### config.mk
export PLATFORM = sky130hd
export DESIGN_NAME = reset_sequencer
export DESIGN_NICKNAME = d
export VERILOG_FILES = /design/src/rtl/reset_seq_pkg.sv /design/src/rtl/reset_sequencer_sync_2ff.sv /design/src/rtl/reset_sequencer.sv
export SDC_FILE = /design/constraint.sdc
export NUM_CORES = 1
export LEC_CHECK = 0
export CAP_MARGIN = 30
export CORE_MARGIN = 2
export CORE_UTILIZATION = 35
export DETAILED_ROUTE_END_ITERATION = 6
export PLACE_DENSITY_LB_ADDON = 0.25
export SKIP_LAST_GASP = 1
export SYNTH_ARGS = -nofsm -noshare
export SYNTH_HDL_FRONTEND = slang
export SYNTH_SLANG_ARGS = --single-unit
### constraint.sdc
create_clock -name i_Clock -period 5.03 [get_ports i_Clock]
set_clock_uncertainty 0.15 [all_clocks]
set_input_delay 1.509 -clock i_Clock [delete_from_list [all_inputs] [get_ports i_Clock]]
set_output_delay 1.509 -clock i_Clock [all_outputs]
set_load 0.03 [all_outputs]
### src/rtl/reset_seq_pkg.sv
// reset_seq_pkg: shared types and helpers for the ordered reset-release sequencer.
//   state_t      - sequencer FSM states
//   stage_width  - width of the stage index, at least 1 bit
//   hold_slice   - picks one channel's hold count out of the packed hold vector
package reset_seq_pkg;

    // Large enough for 16 channels of up to 32-bit counters.
    localparam int HOLD_VEC_W = 16 * 32;

    typedef enum logic [2:0] {
        S_IDLE,
        S_HOLD,
        S_WAIT_READY,
        S_DONE,
        S_FAULT
    } state_t;

    function automatic int stage_width(input int n);
        return (n > 1) ? $clog2(n) : 1;
    endfunction

    // A width of 32 makes the shift overflow to 0, so the mask becomes all ones.
    function automatic logic [31:0] hold_slice(
        input logic [HOLD_VEC_W-1:0] holds,
        input int                    width,
        input int                    idx
    );
        logic [HOLD_VEC_W-1:0] v;
        v = holds >> (idx * width);
        return 32'(v) & ((32'd1 << width) - 32'd1);
    endfunction

endpackage

### src/rtl/reset_sequencer_sync_2ff.sv
// sync_2ff: two-flop synchronizer for a vector of independent asynchronous bits.
//   i_Clock    - destination clock
//   i_Reset_N  - asynchronous active-low reset, clears both stages to 0
//   i_D        - asynchronous input bits
//   o_Q        - synchronized bits, two edges of latency
module sync_2ff #(
    parameter int WIDTH = 1
) (
    input  logic             i_Clock,
    input  logic             i_Reset_N,
    input  logic [WIDTH-1:0] i_D,
    output logic [WIDTH-1:0] o_Q
);

    logic [WIDTH-1:0] r_meta;
    logic [WIDTH-1:0] r_sync;

    always_ff @(posedge i_Clock or negedge i_Reset_N) begin
        if (!i_Reset_N) begin
            r_meta <= '0;
            r_sync <= '0;
        end else begin
            r_meta <= i_D;
            r_sync <= r_meta;
        end
    end

    assign o_Q = r_sync;

endmodule

### src/rtl/reset_sequencer.sv
// reset_sequencer: releases NUM_CHANNELS downstream resets in order, each after
// its own hold time, optionally waiting for a per-channel ready before moving on.
//   i_Clock    - system clock
//   i_Reset_N  - asynchronous active-low reset
//   i_Enable   - synchronous sequence enable; low aborts back to idle
//   i_Ready    - per-channel ready, asynchronous (synchronized internally)
//   o_Release  - 1 = channel k out of reset
//   o_Stage    - index of the active stage
//   o_Done     - all channels released and all masked readies seen
//   o_Fault    - ready-wait timeout occurred
// Optional feature: define RESET_SEQ_TIMEOUT_EN to bound the ready wait with
// TIMEOUT_CYCLES and enter a fault state on expiry.
module reset_sequencer
    import reset_seq_pkg::*;
#(
    parameter int                                    NUM_CHANNELS   = 4,
    parameter int                                    COUNTER_WIDTH  = 15,
    parameter logic [NUM_CHANNELS*COUNTER_WIDTH-1:0] HOLD_CYCLES    = {NUM_CHANNELS{COUNTER_WIDTH'(20000)}},
    parameter logic [NUM_CHANNELS-1:0]               READY_MASK     = '1,
    parameter logic [COUNTER_WIDTH-1:0]              TIMEOUT_CYCLES = COUNTER_WIDTH'(30000)
) (
    input  logic                                    i_Clock,
    input  logic                                    i_Reset_N,
    input  logic                                    i_Enable,
    input  logic [NUM_CHANNELS-1:0]                 i_Ready,
    output logic [NUM_CHANNELS-1:0]                 o_Release,
    output logic [stage_width(NUM_CHANNELS)-1:0]    o_Stage,
    output logic                                    o_Done,
    output logic                                    o_Fault
);

    localparam int                     STAGE_WIDTH = stage_width(NUM_CHANNELS);
    localparam logic [STAGE_WIDTH-1:0] LAST_STAGE  = STAGE_WIDTH'(NUM_CHANNELS - 1);
`ifdef RESET_SEQ_TIMEOUT_EN
    localparam logic TIMEOUT_EN = 1'b1;
`else
    localparam logic TIMEOUT_EN = 1'b0;
`endif

    state_t                   r_state;
    state_t                   w_state_nxt;
    logic [COUNTER_WIDTH-1:0] r_count;
    logic [COUNTER_WIDTH-1:0] w_count_nxt;
    logic [STAGE_WIDTH-1:0]   r_stage;
    logic [STAGE_WIDTH-1:0]   w_stage_nxt;
    logic [NUM_CHANNELS-1:0]  r_release;
    logic [NUM_CHANNELS-1:0]  w_release_nxt;
    logic [NUM_CHANNELS-1:0]  w_ready_sync;
    logic [NUM_CHANNELS-1:0]  w_stage_bit;
    logic [COUNTER_WIDTH-1:0] w_hold;
    logic                     w_ready;
    logic                     w_wait_ready;
    logic                     w_last;

    sync_2ff #(
        .WIDTH (NUM_CHANNELS)
    ) u_ready_sync (
        .i_Clock   (i_Clock),
        .i_Reset_N (i_Reset_N),
        .i_D       (i_Ready),
        .o_Q       (w_ready_sync)
    );

    // One-hot of the active stage; masking instead of indexing keeps
    // non-power-of-two channel counts free of out-of-range selects.
    assign w_stage_bit  = NUM_CHANNELS'(1) << r_stage;
    assign w_ready      = |(w_ready_sync & w_stage_bit);
    assign w_wait_ready = |(READY_MASK & w_stage_bit);
    assign w_last       = r_stage == LAST_STAGE;
    assign w_hold       = COUNTER_WIDTH'(hold_slice(HOLD_VEC_W'(HOLD_CYCLES), COUNTER_WIDTH, int'(r_stage)));

    always_ff @(posedge i_Clock or negedge i_Reset_N) begin
        if (!i_Reset_N) begin
            r_state   <= S_IDLE;
            r_count   <= '0;
            r_stage   <= '0;
            r_release <= '0;
        end else begin
            r_state   <= w_state_nxt;
            r_count   <= w_count_nxt;
            r_stage   <= w_stage_nxt;
            r_release <= w_release_nxt;
        end
    end

    always_comb begin
        w_state_nxt   = r_state;
        w_count_nxt   = r_count;
        w_stage_nxt   = r_stage;
        w_release_nxt = r_release;
        if (!i_Enable) begin
            w_state_nxt   = S_IDLE;
            w_count_nxt   = '0;
            w_stage_nxt   = '0;
            w_release_nxt = '0;
        end else begin
            case (r_state)
                S_IDLE: begin
                    w_state_nxt   = S_HOLD;
                    w_count_nxt   = '0;
                    w_stage_nxt   = '0;
                    w_release_nxt = '0;
                end
                S_HOLD: begin
                    if (r_count >= w_hold) begin
                        w_release_nxt = r_release | w_stage_bit;
                        w_count_nxt   = '0;
                        if (w_wait_ready)
                            w_state_nxt = S_WAIT_READY;
                        else if (w_last)
                            w_state_nxt = S_DONE;
                        else
                            w_stage_nxt = r_stage + STAGE_WIDTH'(1);
                    end else begin
                        w_count_nxt = r_count + COUNTER_WIDTH'(1);
                    end
                end
                S_WAIT_READY: begin
                    if (w_ready) begin
                        w_count_nxt = '0;
                        w_state_nxt = w_last ? S_DONE : S_HOLD;
                        w_stage_nxt = w_last ? r_stage : r_stage + STAGE_WIDTH'(1);
                    end else if (TIMEOUT_EN && r_count >= TIMEOUT_CYCLES) begin
                        // Stage stays frozen so software can see which channel failed.
                        w_state_nxt   = S_FAULT;
                        w_count_nxt   = '0;
                        w_release_nxt = '0;
                    end else if (TIMEOUT_EN) begin
                        w_count_nxt = r_count + COUNTER_WIDTH'(1);
                    end
                end
                S_DONE:  w_state_nxt = S_DONE;
                S_FAULT: w_state_nxt = S_FAULT;
                default: w_state_nxt = S_IDLE;
            endcase
        end
    end

    assign o_Release = r_release;
    assign o_Stage   = r_stage;
    assign o_Done    = r_state == S_DONE;
`ifdef RESET_SEQ_TIMEOUT_EN
    assign o_Fault   = r_state == S_FAULT;
`else
    assign o_Fault   = 1'b0;
`endif

endmodule

* Yosys cells after proc, flatten, opt, wreduce, memory -nomap -nowiden *
Cells that the tools add are included.

cells by class
  add/sub/neg operators = 2
  multipliers = 1
  $lt $le $gt $ge = 1
  equal/unequal tests = 11
  shift operators = 2
  muxes and demuxes = 20
  bitwise operators = 2
  reductions and logical operators = 7

operator list
  kind                     count
  $shr A60 B6 Y15 const A  1
  $mux W15                 3
  $pmux W15 S3             1
  $add A15 B1 Y15 const B  1
  $ge A15 B15 Y1           1
  $mux W3                  5
  $pmux W3 S5              1
  $mux W2                  6
  $ne A3 B3 Y1 const B     3
  $mux W4                  2
  $pmux W4 S2              1
  $reduce_or A4 Y1         2
  $eq A3 B2 Y1 const B     2
  $mul A2 B4 Y6 const B    1
  $pmux W2 S3              1
  $and A4 B4 Y4            1
  $ne A4 B1 Y1 const B     1
  $ne A4 B4 Y1 const B     1
  $or A4 B4 Y4             1
  $reduce_and A2 Y1        2
  $reduce_and A4 Y1        1
  $shl A1 B2 Y4 const A    1
  $eq A3 B1 Y1 const B     1
  $eq A3 B3 Y1 const B     1
  5 further kinds          5

word-level totals
  flip-flop bits (word level) = 32
  input bits = 7
  output and inout port bits = 8
  word-level logic and storage cells = 52

* Logic depth before layout (Yosys ltp) *
  word-level depth = 6
  mapped depth = 8
  depth with buffers taken out = 7

* Modules after synthesis *
A second synthesis with hierarchy kept.

unflattened totals
  cells, all modules = 154
  area total of the unflattened synthesis = 1554.0 um^2

by module, submodules not included
  module           times used  cells an instance  area an instance (um^2)  sequential area each (um^2)
  reset_sequencer  1           146                1353.8                   600.6
  sync_2ff         1           8                  200.2                    200.2

* Worst setup path before layout *
Ideal clock, no wire load.

  path kind = input-to-reg
  from = in i_Enable
  to = reg r_stage[0], in the netlist o_Stage[0]
  library setup time = 0.125 ns
  arrival = 2.399 ns
  data required time = 4.755 ns
  setup slack = 2.356 ns
  stages on the path = 5
  path buffers = 0
  path through = nand2b_4 or2_1 a21oi_4 nor3_2 mux2_4

on the way
  cells in the longest elaborated chain, start to end = 2
  elaborated cells between the ends (all ways) = 6
  those cells by class = 4 x eq/ne; 1 x mux; 1 x reduce/logical

ends and longest elaborated chain
  element                                                        line                   source
  start: declaration                                             reset_sequencer.sv:24  input logic i_Enable,
  $ne A4 B1 Y1 (no source line) or $ne A3 B3 Y1 (tied branches)  n/a
  $reduce_and A4 Y1 (no source line)                             n/a
  end signal: assignment                                         reset_sequencer.sv:81  r_stage <= w_stage_nxt;
  end: declaration                                               reset_sequencer.sv:44  logic [STAGE_WIDTH-1:0] r_stage;

Parallel ways exist; a longest one is shown, timed or not.
A chain may end at the register's enable or synchronous reset.

* Worst setup path in the final report *
  from = reg r_state[0]
  to = out o_Done

on the way
  cells in the longest elaborated chain, start to end = 1

ends and longest elaborated chain
  element                   line                    source
  start: declaration        reset_sequencer.sv:40   state_t r_state;
  start signal: assignment  reset_sequencer.sv:79   r_state <= w_state_nxt;
  $eq A3 B2 Y1              reset_sequencer.sv:141  assign o_Done = r_state == S_DONE;
  end: declaration          reset_sequencer.sv:28   output logic o_Done,

No other way between the ends.

==> impl_metrics.csv <==
group,metric,value,unit
status,outcome,"finished clean",
yosys,ys.flop_type,"dfrtp_1",
cts,clockBufferDepth,2,
power,internal-power,516,uW
yosys,yosysWarnings,0,
global_route,grt_overflow,0,
yosys,async_flop_share,100,%
cts,clk_latency,280,ps
detailed_routing,ant_nets,0,
power,swShare,33.5,%
floorplanning,fp.dieW,72.0,um
detailed_routing,drc_errors,0,
final_layout,area_delta_synth_final,17.2,%
power,ir_worst_vdd,0.128,mV
cts,cts_hold_buf,0,
placed_design,post-dp-hpwl,2.25,mm
yosys,synth.distinct_cells,38,
floorplanning,die_h,72.0,um
cts,cts_buffers,5,
sta,final.min_clock_period,3310,ps
final_layout,final_cell_mix,"dfrtp_1 (32), nor2_1 (20), o21ai_0 (16)",
worst_setup_path,worstSetupEndpointType,"output pin",
cts,clkTransAtPathRegs,70,ps
worst_setup_path,required,3370,ps
power,power_switching,260,uW
floorplanning,design.die.area,5180,um^2
job,cap_viol_max_count,0,
yosys,synthCells,163,
sta,timing.fmax,302,MHz
sta,slew_violations,0,
global_route,track_usage,14.0,%
sta,hold_viol,0,
placed_design,io_buffers,13,
placed_design,gp_congestion,0.805,
final_layout,regArea,801,um^2
floorplanning,start_util,36.6,%
floorplanning,row_count,24,
power,pwr-share-clk,31.9,%
cts,post-cts-setup-buffer-count,0,
yosys,syn_area_per_cell,9.93,um^2
yosys,synth_edf_count,0,
yosys,seq_area_frac_synth,49.5,%
detailed_routing,vias,1231,
cts,cts_tree,"built",
final_layout,num-nets-final,191,
detailed_routing,drtPass1Iterations,4,
sta,rsz0062_at_grt,"no",
final_layout,multi_input_area,751,um^2
sta,layout_setup_ws,1720,ps
cts,postCtsResizedCells,0,
final_layout,antennaDiodeCount,0,
detailed_routing,wl,3.22,mm
global_route,grt_pass1_vias,1272,
worst_setup_path,cp.arrival,1650,ps
floorplanning,core,4410,um^2
global_route,antenna_found_initial,0,
worst_setup_path,crit_path_start_kind,"register",
global_route,grt_first_pass_wirelength,5.74,mm
final_layout,fin_util,42.9,%
sta,setup_violations,0,
floorplanning,pin_count,15,
detailed_routing,wire_per_inst,14.0,um
placed_design,dp_slack,1480,ps
worst_hold_path,hold_depth,0,
worst_setup_path,worst_r2r_startpoint,"o_Stage[0]",
sta,worst_slew_pin_slew,759,ps
cts,cts.sinks,32,
power,seq_power_share,39.9,%
sta,relSlewSlack,49.4,%
detailed_routing,drtIter0Drc,139,
sta,fin_crit_sh,65.8,%
worst_setup_path,critical_path_class,"reg -> out",
final_layout,drive_gt1_share,12.3,%
worst_setup_path,cp-startpoint,"r_state[0]",
final_layout,fillers,429,
final_layout,final_common_cell,"dfrtp_1",
sta,setup_tns,0,ps
power,pwr-share-comb,28.3,%
detailed_routing,vias_per_cell,5.33,
power,p_leak,0.000832,uW
worst_hold_path,hp-class,"reg -> reg",
power,p_per_area,409,nW/um^2
worst_setup_path,r2r_cells,7,
yosys,netlist_area,1620,um^2
worst_setup_path,path_max_fanout,9,
yosys,synth_seq_cells,32,
worst_hold_path,worstHoldStart,"u_ready_sync.r_meta[1]",
placed_design,placed_area,1780,um^2
global_route,grt_max_degree,33,
cts,h-tree-depth,2,
cts,clockRootBuffer,"clkbuf_8",
yosys,synth_nets,176,
final_layout,finalInstanceArea,1900,um^2
cell usage after synthesis (all sizes together), types with 2 or more instances:
cell | number | area [um^2]
dfrtp | 32 | 801
nor2 | 20 | 75.1
o21ai | 17 | 88.8
a21oi | 15 | 90.1
nand2 | 15 | 56.3
buf | 7 | 43.8
ha | 6 | 75.1
inv | 6 | 22.5
o31ai | 6 | 45.0
nor3 | 5 | 40.0
a31oi | 4 | 25.0
and3 | 4 | 25.0
nand3 | 4 | 20.0
nand2b | 3 | 33.8
a22oi | 2 | 15.0
nand4 | 2 | 18.8
nor4 | 2 | 27.5
o22a | 2 | 17.5
flip-flops by register name, summed over array words and instances (netlist names):
name,flops
o_Stage,2
r_count,15
u_ready_sync.o_Q,4
o_Release,4
r_state,3
u_ready_sync.r_meta,4
path summary, 6_finish.rpt:
kind | endpoint | slack, ps
max | o_Done | 1720
min | u_ready_sync.o_Q[1] | 200
max reg2reg | o_Stage[0] | 2580
min reg2reg | u_ready_sync.o_Q[1] | 200
max in group asynchronous | r_state[1] | 2960
min in group asynchronous | r_count[11] | 1460
per-layer routing:
layer	vias up	track usage [%]	part of all wire, %
met5	-	0	0
met4	0	7.55	2.7
met3	12	2.92	3.5
met2	25	21.9	46
met1	590	18.1	48
li1	604	-	-
critical path, cell delays in order (launching register included):
cell             delay, ps
dfrtp_1                530
nand2_1                 80
nor2_1                  90
clkdlybuf4s50_1        670
power by group through the flow:
stage | Sequential [uW] | Combinational, uW | Clock (uW)
final | 309 | 219 | 247
after CTS | 310 | 221 | 253
after global placement | 312 | 212 | 0
after detailed placement | 315 | 219 | 0
after floorplan | 304 | 177 | 0
after global routing | 315 | 244 | 262
cell type report:
cell class	count	area share, %
well taps	52	3.43
inverters	6	1.19
clock buffers	5	3.63
repair buffers	15	7.66
flip-flops and latches	32	42.2
multi-input cells	118	39.6
clock inverters	3	2.24
logic make-up (layout without fill, tap and decap cells):
kind of cell | count (synthesis) | after routing | share of synthesized area (%)
muxes | 2 | 2 | 1.55
DFF | 32 | 32 | 49.5
and+or+nand+nor | 59 | 59 | 20.5
adders and majority gates | 6 | 6 | 4.64
buffers and inverters | 13 | 29 | 4.10
AOI/OAI and AO/OA | 50 | 50 | 19.5
other | 1 | 1 | 0.232
per-stage QoR:
stage	hold WS (ps)	total power (uW)	instances
2_1_floorplan	181	480	163
3_3_place_gp	185	525	223
3_5_place_dp	185	534	223
4_1_cts	201	783	231
5_1_grt	208	821	231
6_report	199	776	231
Power figures use the tool's default switching activity.
